$ cat src/rtl/fifo_stream_reader.sv
// ---------------------------------------------------------------------------
// fifo_stream_reader
//
// Purpose:
//   Reader side of a synchronous FIFO whose read data arrives READ_LATENCY
//   cycles after the pop. Pops are issued from the FIFO empty flag and from the
//   room left in a small prefetch buffer. The words are returned on a
//   valid/ready stream at one word per cycle. Because the buffer has
//   READ_LATENCY+1 entries, every word already in flight always has a slot,
//   even while the consumer applies backpressure.
//
// Ports:
//   clk                in   clock, rising edge
//   rst                in   synchronous active-high reset
//   flush_i            in   drop buffered and in-flight words
//   fifo_empty_i       in   FIFO empty flag
//   fifo_pop_o         out  FIFO pop request (combinational)
//   fifo_data_i        in   FIFO read data, valid READ_LATENCY cycles after pop
//   m_valid_o          out  stream valid (buffer not empty)
//   m_ready_i          in   stream ready
//   m_data_o           out  stream payload, taken from the buffer head register
//   occ_o              out  number of words held in the prefetch buffer
//   perf_stall_cnt_o   out  cycles with valid and not ready
//   perf_starve_cnt_o  out  cycles with ready and not valid
//
// Optional feature macro: FIFO_READER_PERF_EN
//   Defined   : the two perf counters are built. They saturate and are
//               cleared only by rst.
//   Undefined : both perf outputs are tied to zero and no counter flops exist.
// ---------------------------------------------------------------------------
module fifo_stream_reader #(
    parameter  int DATA_WIDTH   = 32,
    parameter  int READ_LATENCY = 1,
    localparam int BUF_DEPTH    = READ_LATENCY + 1,
    localparam int CNT_WIDTH    = $clog2(BUF_DEPTH + 1)
) (
    input  logic                  clk,
    input  logic                  rst,
    input  logic                  flush_i,
    input  logic                  fifo_empty_i,
    output logic                  fifo_pop_o,
    input  logic [DATA_WIDTH-1:0] fifo_data_i,
    output logic                  m_valid_o,
    input  logic                  m_ready_i,
    output logic [DATA_WIDTH-1:0] m_data_o,
    output logic [CNT_WIDTH-1:0]  occ_o,
    output logic [31:0]           perf_stall_cnt_o,
    output logic [31:0]           perf_starve_cnt_o
);

    localparam int PTR_WIDTH = (BUF_DEPTH > 1) ? $clog2(BUF_DEPTH) : 1;
    localparam int SUM_WIDTH = CNT_WIDTH + 1;

    logic [DATA_WIDTH-1:0]   r_buf [BUF_DEPTH];
    logic [PTR_WIDTH-1:0]    r_rdPtr;
    logic [PTR_WIDTH-1:0]    r_wrPtr;
    logic [CNT_WIDTH-1:0]    r_occ;
    logic [CNT_WIDTH-1:0]    r_infl;
    logic [READ_LATENCY-1:0] r_tag;

    logic                    w_fire;
    logic                    w_capture;
    logic                    w_pop;
    logic [SUM_WIDTH-1:0]    w_pending;
    logic [SUM_WIDTH-1:0]    w_limit;
    logic [CNT_WIDTH-1:0]    w_occNext;
    logic [CNT_WIDTH-1:0]    w_inflNext;
    logic [READ_LATENCY-1:0] w_tagNext;

    // The buffer depth need not be a power of two (READ_LATENCY=2 gives three
    // entries), so the pointers wrap explicitly instead of by overflow.
    function automatic logic [PTR_WIDTH-1:0] nextPtr(input logic [PTR_WIDTH-1:0] p);
        if (p == PTR_WIDTH'(BUF_DEPTH - 1)) begin
            return '0;
        end
        return p + PTR_WIDTH'(1);
    endfunction

    // Stream side. The head entry is a register, so the payload never sees
    // a combinational path from fifo_data_i.
    assign m_valid_o = (r_occ != '0);
    assign m_data_o  = r_buf[r_rdPtr];
    assign occ_o     = r_occ;
    assign w_fire    = m_valid_o & m_ready_i;

    // The oldest tag bit marks the cycle in which the FIFO is driving the
    // word for a pop issued READ_LATENCY cycles earlier.
    assign w_capture = r_tag[READ_LATENCY-1];

    // A pop is allowed only if every word already owed to the buffer, plus
    // this new one, will have a slot. A word leaving this cycle frees one
    // slot early, which is what keeps full throughput in steady state.
    assign w_pending  = SUM_WIDTH'(r_occ) + SUM_WIDTH'(r_infl);
    assign w_limit    = SUM_WIDTH'(BUF_DEPTH) + SUM_WIDTH'(w_fire);
    assign w_pop      = ~rst & ~flush_i & ~fifo_empty_i & (w_pending < w_limit);
    assign fifo_pop_o = w_pop;

    // Next values of the tag shift register and of the two counters. New
    // pops enter at bit 0. A capture together with a fire leaves the
    // occupancy unchanged.
    always_comb begin
        w_tagNext    = '0;
        w_tagNext[0] = w_pop;
        for (int i = 1; i < READ_LATENCY; i++) begin
            w_tagNext[i] = r_tag[i-1];
        end

        w_occNext = r_occ;
        case ({w_capture, w_fire})
            2'b10:   w_occNext = r_occ + CNT_WIDTH'(1);
            2'b01:   w_occNext = r_occ - CNT_WIDTH'(1);
            default: w_occNext = r_occ;
        endcase

        w_inflNext = r_infl;
        case ({w_pop, w_capture})
            2'b10:   w_inflNext = r_infl + CNT_WIDTH'(1);
            2'b01:   w_inflNext = r_infl - CNT_WIDTH'(1);
            default: w_inflNext = r_infl;
        endcase
    end

    // Buffer, pointers and tracking state. Reset and flush both drop every
    // word in the buffer and forget every outstanding pop. Clearing the tags
    // is what makes words that return later be ignored.
    always_ff @(posedge clk) begin
        if (rst || flush_i) begin
            for (int i = 0; i < BUF_DEPTH; i++) begin
                r_buf[i] <= '0;
            end
            r_rdPtr <= '0;
            r_wrPtr <= '0;
            r_occ   <= '0;
            r_infl  <= '0;
            r_tag   <= '0;
        end else begin
            r_tag  <= w_tagNext;
            r_occ  <= w_occNext;
            r_infl <= w_inflNext;
            if (w_capture) begin
                r_buf[r_wrPtr] <= fifo_data_i;
                r_wrPtr        <= nextPtr(r_wrPtr);
            end
            if (w_fire) begin
                r_rdPtr <= nextPtr(r_rdPtr);
            end
        end
    end

    // A capture into a full buffer with no word leaving would overwrite the
    // head. The pop gating above must make this impossible.
    assert property (@(posedge clk) disable iff (rst || flush_i)
        !(w_capture && !w_fire && (r_occ == CNT_WIDTH'(BUF_DEPTH))));

`ifdef FIFO_READER_PERF_EN
    logic [31:0] r_stallCnt;
    logic [31:0] r_starveCnt;

    // Stall and starve counters. They saturate at all-ones and ignore
    // flush_i, so a flush does not erase the history of a run.
    always_ff @(posedge clk) begin
        if (rst) begin
            r_stallCnt  <= '0;
            r_starveCnt <= '0;
        end else begin
            if (m_valid_o && !m_ready_i && (r_stallCnt != '1)) begin
                r_stallCnt <= r_stallCnt + 32'd1;
            end
            if (!m_valid_o && m_ready_i && (r_starveCnt != '1)) begin
                r_starveCnt <= r_starveCnt + 32'd1;
            end
        end
    end

    assign perf_stall_cnt_o  = r_stallCnt;
    assign perf_starve_cnt_o = r_starveCnt;
`else
    assign perf_stall_cnt_o  = 32'h0;
    assign perf_starve_cnt_o = 32'h0;
`endif

endmodule

$ cat config.mk
export PLATFORM = sky130hd
export DESIGN_NAME = fifo_stream_reader
export DESIGN_NICKNAME = d
export VERILOG_FILES = /design/src/rtl/fifo_stream_reader.sv
export SDC_FILE = /design/constraint.sdc
export NUM_CORES = 1
export LEC_CHECK = 0
export CAP_MARGIN = 20
export CORE_MARGIN = 3
export CORE_UTILIZATION = 25
export DETAILED_ROUTE_END_ITERATION = 10
export GPL_TIMING_DRIVEN = 0
export SLEW_MARGIN = 40
export SYNTH_ARGS = -nofsm -noshare
export SYNTH_HDL_FRONTEND = slang
export SYNTH_SLANG_ARGS = --single-unit
$ cat constraint.sdc
create_clock -name clk -period 3 [get_ports clk]
set_input_delay 0.45 -clock clk [delete_from_list [all_inputs] [get_ports clk]]
set_output_delay 0.45 -clock clk [all_outputs]
set_load 0.02 [all_outputs]
## After elaboration in Yosys (flattened, before gate mapping)

Memories as Yosys holds them, arrays and structs flattened. A register that Yosys moved wholly into a read port is not among the register bits.
Cells that the tools add are included.

| word-level totals | value |
|---|---|
| bits in registers | 7 |
| output and inout bits | 100 |
| memories | 1 |
| logic and storage cells | 53 |
| RAM bits | 64 |

| operators by class | value |
|---|---|
| add/sub/neg operators | 8 |
| $lt $le $gt $ge | 1 |
| muxes and demuxes | 22 |
| reduce and logical (&&, ||, !) cells | 5 |
| equal/unequal tests | 4 |
| bitwise gates (word level) | 7 |

Memory list:

| name | depth | bits a word | read ports | clocked after memory_dff | wr ports | RTL line | RTL |
|---|---|---|---|---|---|---|---|
| r_buf | 2 | 32 | 1 | 1 | 2 | 54 | `logic [DATA_WIDTH-1:0] r_buf [BUF_DEPTH];` |

Operator list:

| cell | count |
|---|---|
| $mux W32 | 1 |
| $reduce_or A32 Y1 | 1 |
| $mux W1 | 19 |
| $pmux W2 S2 | 2 |
| $reduce_bool A2 Y1 | 3 |
| $add A2 B1 Y2 const B | 2 |
| $and A1 B1 Y1 | 4 |
| $eq A2 B1 Y1 const B | 2 |
| $eq A2 B2 Y1 const B | 2 |
| $sub A2 B1 Y2 const B | 2 |
| $add A2 B1 Y3 const A | 1 |
| $add A2 B2 Y3 | 1 |
| $lt A3 B3 Y1 | 1 |
| $not A1 Y1 | 3 |
| $add A1 B1 Y1 const B | 2 |
| $logic_or A1 B1 Y1 | 1 |

## Depth between registers and ports, before layout

Gate-level depths: netlist of run 1.

| logic depth | value |
|---|---|
| depth after elaboration | 7 |
| gate-level depth with buffers | 8 |
| mapped depth without buffers | 8 |

## Least setup slack after synthesis of run 1

OpenSTA, ideal clock, no wires.

| path | value |
|---|---|
| path kind | reg-to-reg |
| start | register r_occ[0], in the netlist occ_o[0] |
| end | register r_infl[1] |
| buffers on the path | 0 |
| arrival | 2.082 ns |
| setup slack | 0.849 ns |
| cell stages (with the launch flop) | 8 |
| clock period less this slack | 2.151 ns |
| library setup time | 0.070 ns |
| cells stage by stage | dfxtp_1 ha_1 fa_1 nor3_1 nand2_1 ha_1 or3_1 a21oi_1 |

| on the way | value |
|---|---|
| cells in the longest elaborated chain, start to end | 7 |
| elaborated cells on any way between the ends | 10 |
| those cells by class | 2 x add/sub; 1 x order compare; 2 x eq/ne; 1 x mux; 2 x bitwise; 2 x reduce/logical |

Ends and longest elaborated chain:

| what | RTL line | RTL |
|---|---|---|
| start: declaration | 57 | `logic [CNT_WIDTH-1:0] r_occ;` |
| start signal: assignment | 138 | `r_occ <= w_occNext;` |
| $reduce_bool A2 Y1 | 81 | `assign m_valid_o = (r_occ != '0);` |
| $and A1 B1 Y1 | 84 | `assign w_fire = m_valid_o & m_ready_i;` |
| $add A2 B1 Y3 | 94 | `assign w_limit = SUM_WIDTH'(BUF_DEPTH) + SUM_WIDTH'(w_fire);` |
| $lt A3 B3 Y1 * | 95 | `assign w_pop = ~rst & ~flush_i & ~fifo_empty_i & (w_pending < w_limit);` |
| $and A1 B1 Y1 * | 95 |  |
| $eq A2 B1 Y1 / $eq A2 B2 Y1 (equally long branches) | 116 | `case ({w_pop, w_capture})` |
| $pmux W2 S2 / $reduce_bool A2 Y1 (equally long branches) | -- |  |
| end signal: assignment | 139 | `r_infl <= w_inflNext;` |
| end: declaration | 58 | `logic [CNT_WIDTH-1:0] r_infl;` |

Every way passes the cells marked *; elsewhere a longest branch is shown, timed or not.
A chain may end at the register's enable or synchronous reset.

## Worst setup path in the final report of run 1

| path | value |
|---|---|
| start | register r_occ[0], in the netlist occ_o[0] |
| end | output fifo_pop_o |

| on the way | value |
|---|---|
| cells in the longest elaborated chain, start to end | 5 |
| elaborated cells on any way between the ends | 6 |
| those cells by class | 2 x add/sub; 1 x order compare; 2 x bitwise; 1 x reduce/logical |

Ends and longest elaborated chain:

| what | RTL line | RTL |
|---|---|---|
| $reduce_bool A2 Y1 | 81 |  |
| $and A1 B1 Y1 | 84 |  |
| $add A2 B1 Y3 | 94 |  |
| $lt A3 B3 Y1 * | 95 |  |
| $and A1 B1 Y1 * | 95 |  |
| end: declaration | 41 | `output logic fifo_pop_o,` |

Marked as above.

==> results of run 1 <==
## per-layer routing
metal | track usage, % | up-vias | share of wire, %
met5 | 0 | - | 0
met4 | 3.93 | 0 | 1.3
met3 | 3.67 | 10 | 9.9
met2 | 16.9 | 105 | 49
met1 | 10.9 | 1059 | 40
li1 | - | 1118 | -
## synthesized netlist by cell type
master	number	area [um2]
ha_1	3	37.5
nor2_1	5	18.8
buf_6	7	78.8
nor3_1	1	5.00
a21oi_1	3	15.0
buf_2	3	15.0
and2_2	16	120
inv_1	2	7.51
conb_1	1	3.75
or3_1	2	12.5
mux2_1	2	22.5
or2_2	1	6.26
nor2_8	2	40.0
nand2b_1	1	6.26
and2_1	50	313
mux2_2	30	338
xor2_1	3	26.3
o21ai_0	4	20.0
fa_1	1	20.0
or2_1	1	6.26
xnor2_1	2	17.5
dfxtp_1	8	160
nand2_1	5	18.8
edfxtp_1	64	1920
clkbuf_1	1	3.75
buf_4	64	480
## state kept, by name, summed over array words and instances, names as in the netlist, named ones only
name and count:
r_buf 64, r_infl 2, r_tag 1, r_rdPtr 1
r_wrPtr 1, occ_o 2
## power breakdown
| part | switching, uW | total (uW) | internal, uW |
|---|---|---|---|
| sequential | 11.6 | 1140 | 1130 |
| clock | 393 | 942 | 549 |
| combinational | 182 | 353 | 171 |
| total | 587 | 2440 | 1850 |
## final timing paths
check,start,to,slack (ns),depth (start not counted)
worst max register to register,occ_o[0],r_infl[1],0.80,7
worst min-delay path,r_wrPtr,r_wrPtr,0.49,2
worst min register to register,r_wrPtr,r_wrPtr,0.49,2
worst max-delay path,occ_o[0],fifo_pop_o,0.26,5
## stage by stage
| stage | power [uW] | utilization, % | hold slack [ns] | std cells |
|---|---|---|---|---|
| floorplan | 1390 | - | 0.444 | 345 |
| global placement | 1510 | 34.5 | 0.455 | 597 |
| detailed placement | 1520 | 34.6 | 0.468 | 597 |
| CTS | 2480 | 36.4 | 0.501 | 613 |
| global route | 2550 | 36.4 | 0.534 | 613 |
| finish | 2440 | 36.4 | 0.491 | 613 |
## area by class of cell
type / instances / area (um2)
Buffer: 75 / 578
Clock buffer: 9 / 225
Clock inverter: 7 / 38.8
Fill cell: 1403 / 9030
Inverter: 2 / 7.51
Multi-Input combinational cell: 196 / 1300
Sequential cell: 72 / 2080
Tap cell: 180 / 225
Timing Repair Buffer: 72 / 721
## cell usage in the layout, fill, tap and decap left out
cell type,n
or2_1,1
inv_1,2
clkbuf_1,1
clkdlybuf4s50_1,72
clkinvlp_4,2
nor2_8,2
buf_2,3
mux2_2,30
o21ai_0,4
nand2_4,2
clkinv_1,1
nand2_1,3
nor3_1,1
nor2_1,5
xnor2_1,2
clkinv_2,4
and2_1,50
buf_4,64
fa_1,1
edfxtp_1,64
conb_1,64
dfxtp_1,8
clkbuf_16,9
and2_2,16
or3_1,2
buf_6,7
or2_2,1
nand2b_1,1
ha_1,3
mux2_1,2
a21oi_1,3
xor2_1,3
## critical path: cells and delay by family (launching register included)
kind	cells	cell delay [ns]
buf+inv	1	0.60
fa+ha+maj	2	0.58
simple gates	2	0.41
flops	1	0.37
## logic make-up after synthesis
logic type	Yosys count	share of synthesized area [%]
compound gates	7	0.943
xor+xnor	5	1.18
fa+ha+maj	4	1.55
buf+inv	77	15.8
flops	72	56.0
mux	32	9.70
other cells	1	0.101
simple gates	84	14.7
==> metrics, run 1 <==
Setup-failing EPs final 0; CTS hold repair buffers 0; sequence of cells on the critical path ha_1 > fa_1 > nor3_1 > and2_1 > clkdlybuf4s50_1; first-pass GRT wire length 12,100 um; worst hold path type reg2reg; Max Clock Freq 0.365 GHz; setup TNS 0 ns; initial core utilization 26.2%; Mapped Cells 282; Pins Over Slew Limit 0; top-level port count 137; Layout area overhead 39.3%; CP required 2.55 ns; final instance area 0.00518 mm2; worst skew pair latency 0.33 ns; DIE AREA 0.0164 mm2; CP Max Fanout 6; Critical Path Max Stage Delay 0.60 ns; maximum clock insertion buffer count 2; Avg Cell Area, Syn 13.2 um2; Power Dens Cells 471 mW/mm2; CP Capture Type primary output; final WL 7750 um; DP HPWL 5510 um; Synth Register Bits 72; post-synthesis sequential area ratio 56.0%; standard-cell rows 43; Antenna diodes 0; period utilization 91.3%; chip height 128 um; H-tree depth 3; Distinct cells, synth 26; RSZ-0062 raised after global routing no; number of global-route vias before repair 2,421; Slew HR 66.6%; gr ovfl total 0; largest net degree at the start of global routing 33; placed cell areas 0.00491 mm2; final net count 469; MaxCap Viol Count 0; post-place setup slack 0.304 ns; vias per cell 3.74; post-route setup slack 0.260 ns; Core Area 0.0142 mm2; DRT iter0 DRCs 152; CTS Root Buffer Type clkbuf_16; average wire per cell in the routed design 12.6 um; clock-pin slew on the worst setup and hold paths 0.05 ns; YS warnings 0; drc violations 0; initial antenna violation count 0; Post-CTS Setup Repair Bufs 0; CTS tree built; status completed; routability cong. 0.706; share of cells above drive strength 1 32.3%; post_cts resized 0; Total GRT Usage 9.82%; Die Wd 128 um; number of clock sinks 72; actual slew at the worst max-slew pin 0.500 ns; Crit-path slowest cell clkdlybuf4s50_1; Crit path arrival time 2.29 ns; Post-DRT Antenna Nets 0; Final Hold Viols 0; Num CTS Buffers 9; port bufs 72; leakage power total 0.00230 uW; Final Skew 0.00133 ns; WS Path Type reg2out; TritonRoute pass-1 iters 4; min cycle time layout 2.74 ns; worst vdd ir 0.183 mV; mapped cell area 0.00371 mm2; vias 2,292; Critical Path Start Type flop
Note: power is estimated with default switching activity, not from simulation.
==> inputs of run 2 (changes only) <==
--- a/config.mk
+++ b/config.mk
@@ -6,11 +6,11 @@
 export NUM_CORES = 1
 export LEC_CHECK = 0
 export CAP_MARGIN = 20
-export CORE_MARGIN = 3
+export CORE_MARGIN = 4
 export CORE_UTILIZATION = 25
 export DETAILED_ROUTE_END_ITERATION = 10
 export GPL_TIMING_DRIVEN = 0
-export SLEW_MARGIN = 40
+export SLEW_MARGIN = 20
 export SYNTH_ARGS = -nofsm -noshare
 export SYNTH_HDL_FRONTEND = slang
 export SYNTH_SLANG_ARGS = --single-unit
==> run 2 against run 1 <==
  * Via count fell by 0.31%
  * Maximum frequency down 0.61%
  * Worst setup slack worse by 0.017 ns
  * Highest routed layer unchanged
  * Non-clock buffer count increased by 2
  * Sequential power barely moved
  * Cell area is 1.3% higher
==> metrics, run 2 (synthesized netlist as in run 1, its figures left out) <==
register area 0.00208 mm2 (unchanged); Die Wd 130 um (+1.6%); Core Area 0.0145 mm2 (+2.3%); share of power burned in registers 45.4% (-1.5 points); WS Path Type reg2out; Pint 1940 uW (+4.9%); most common cell after layout, fill and taps aside clkdlybuf4s50_1; most frequent cells in the layout clkdlybuf4s50_1, buf_4, conb_1, edfxtp_1, and2_1; final WL 7570 um (-2.2%); chip height 130 um (+1.6%); clock-pin slew on the worst setup and hold paths 0.06 ns (about the same); RSZ-0062 raised after global routing no; average wire per cell in the routed design 12.2 um (-3.2%); TritonRoute pass-1 iters 4 (unchanged); Setup-failing EPs final 0 (unchanged); post_cts resized 0 (unchanged); Reg2Reg Setup Slack 0.76 ns (-0.04 ns); CTS tree built; WHS Endpoint r_wrPtr; Largest register FFs 64 (unchanged); Power Dens Cells 481 mW/mm2 (+1.9%); largest net degree at the start of global routing 28 (-15%); vias per cell 3.69 (-1.3%); Num CTS Buffers 9 (unchanged); initial core utilization 25.6% (-0.59 points); leakage power total 0.00232 uW (+1.2%); maximum clock insertion buffer count 2 (unchanged); worst skew pair latency 0.32 ns (about the same); CTS hold repair buffers 0 (unchanged); RR Endpoint r_infl[1]; initial antenna violation count 0 (unchanged); Final Skew 0.00558 ns (+0.00424 ns); worst vdd ir 0.192 mV (+5.3%); drc violations 0 (unchanged); worst hold path type reg2reg; Max Clock Freq 0.363 GHz (-0.61%); Pins Over Slew Limit 0 (unchanged); sw frac 22.9% (-1.2 points); final net count 471 (+0.43%); fillers 1,447 (+3.1%); DP HPWL 5550 um (+0.83%); Comb pwr share 14.3% (-0.2 points); first-pass GRT wire length 11,400 um (-6.3%); total power draw 2520 uW (+3.3%); vias 2,285 (-0.31%); P_sw 576 uW (-1.9%); CP required 2.55 ns (about the same); clock share of power 40.3% (+1.7 points); Total GRT Usage 8.87% (-0.95 points); gr ovfl total 0 (unchanged); Final Hold Viols 0 (unchanged); status completed; DIE AREA 0.0169 mm2 (+3.2%); Critical Path Start Type flop; R2R Path Start occ_o[0]; Crit path arrival time 2.31 ns (+0.02 ns); number of global-route vias before repair 2,392 (-1.2%); Post-CTS Setup Repair Bufs 0 (unchanged); period utilization 91.9% (+0.56 points); Reg2Reg Depth 7 (unchanged); setup TNS 0 ns (unchanged); top-level port count 137 (unchanged); Post-DRT Antenna Nets 0 (unchanged); number of clock sinks 72 (unchanged); Top reg by flops r_buf; MaxCap Viol Count 0 (unchanged); DRT iter0 DRCs 104 (-32%); min cycle time layout 2.76 ns (+0.0168 ns); CP Capture Type primary output; share of cells above drive strength 1 32.4% (+0.081 points); standard-cell rows 44 (+2.3%); CP Max Fanout 6 (unchanged); Hold Path Stages 2 (unchanged); CTS Root Buffer Type clkbuf_16; routability cong. 0.732 (+3.8%); Layout area overhead 41.1%; footprint of the multi-input gates 0.00129 mm2 (-0.77%); H-tree depth 3 (unchanged); port bufs 72 (unchanged); hold_sp r_wrPtr; Antenna diodes 0 (unchanged)
==> run 2: metal layers <==
layer  global-route usage (%)  vias up  wire length [um]
li1                         -     1124                 -
met1                     9.98     1047              3230
met2                     15.8      110              3680
met3                     2.62        4               603
met4                     3.48        0                58
met5                        0        -                 0
==> run 2: per-stage QoR <==
stage | hold slack (ns) | std cells | setup slack (ns) | area (um2) | utilization, %
2_1_floorplan | 0.444 | 345 | 0.849 | 3950 | -
3_3_place_gp | 0.454 | 601 | 0.322 | 4900 | 33.7
3_5_place_dp | 0.473 | 603 | 0.293 | 4950 | 34.1
4_1_cts | 0.499 | 619 | 0.219 | 5240 | 36.1
5_1_grt | 0.526 | 619 | 0.158 | 5240 | 36.1
6_report | 0.494 | 619 | 0.243 | 5240 | 36.1
==> run 2: layout make-up <==
type,instances,area share [%]
clock buffer,9,4.30
multi-input combinational,196,24.6
buffer,75,11.0
sequential,72,39.7
timing repair buffer,74,14.7
clock inverter,7,1.19
tap,184,4.39
inverter,2,0.143
==> run 2: power groups by stage <==
stage / sequential (uW) / combinational [uW] / clock (uW)
2_1_floorplan: 1160 / 229 / 0
3_3_place_gp: 1170 / 347 / 0
3_5_place_dp: 1170 / 358 / 0
4_1_cts: 1150 / 360 / 1050
5_1_grt: 1150 / 386 / 1100
6_report: 1140 / 359 / 1020
==> run 2: critical path: stages (launching register included) <==
cell and delay [ns]:
dfxtp_1 0.37, ha_1 0.23, fa_1 0.36, nor3_1 0.26
and2_1 0.16, clkdlybuf4s50_1 0.60
==> run 2: how the worst max path moves through the flow <==
stage | depth (start not counted) | end | startpoint | slack [ns]
floorplan | 7 | r_infl[1] | occ_o[0] | 0.85
global placement | 6 | fifo_pop_o | flush_i | 0.32
detailed placement | 6 | fifo_pop_o | flush_i | 0.29
CTS | 5 | fifo_pop_o | occ_o[0] | 0.22
global route | 5 | fifo_pop_o | occ_o[0] | 0.16
finish | 5 | fifo_pop_o | occ_o[0] | 0.24
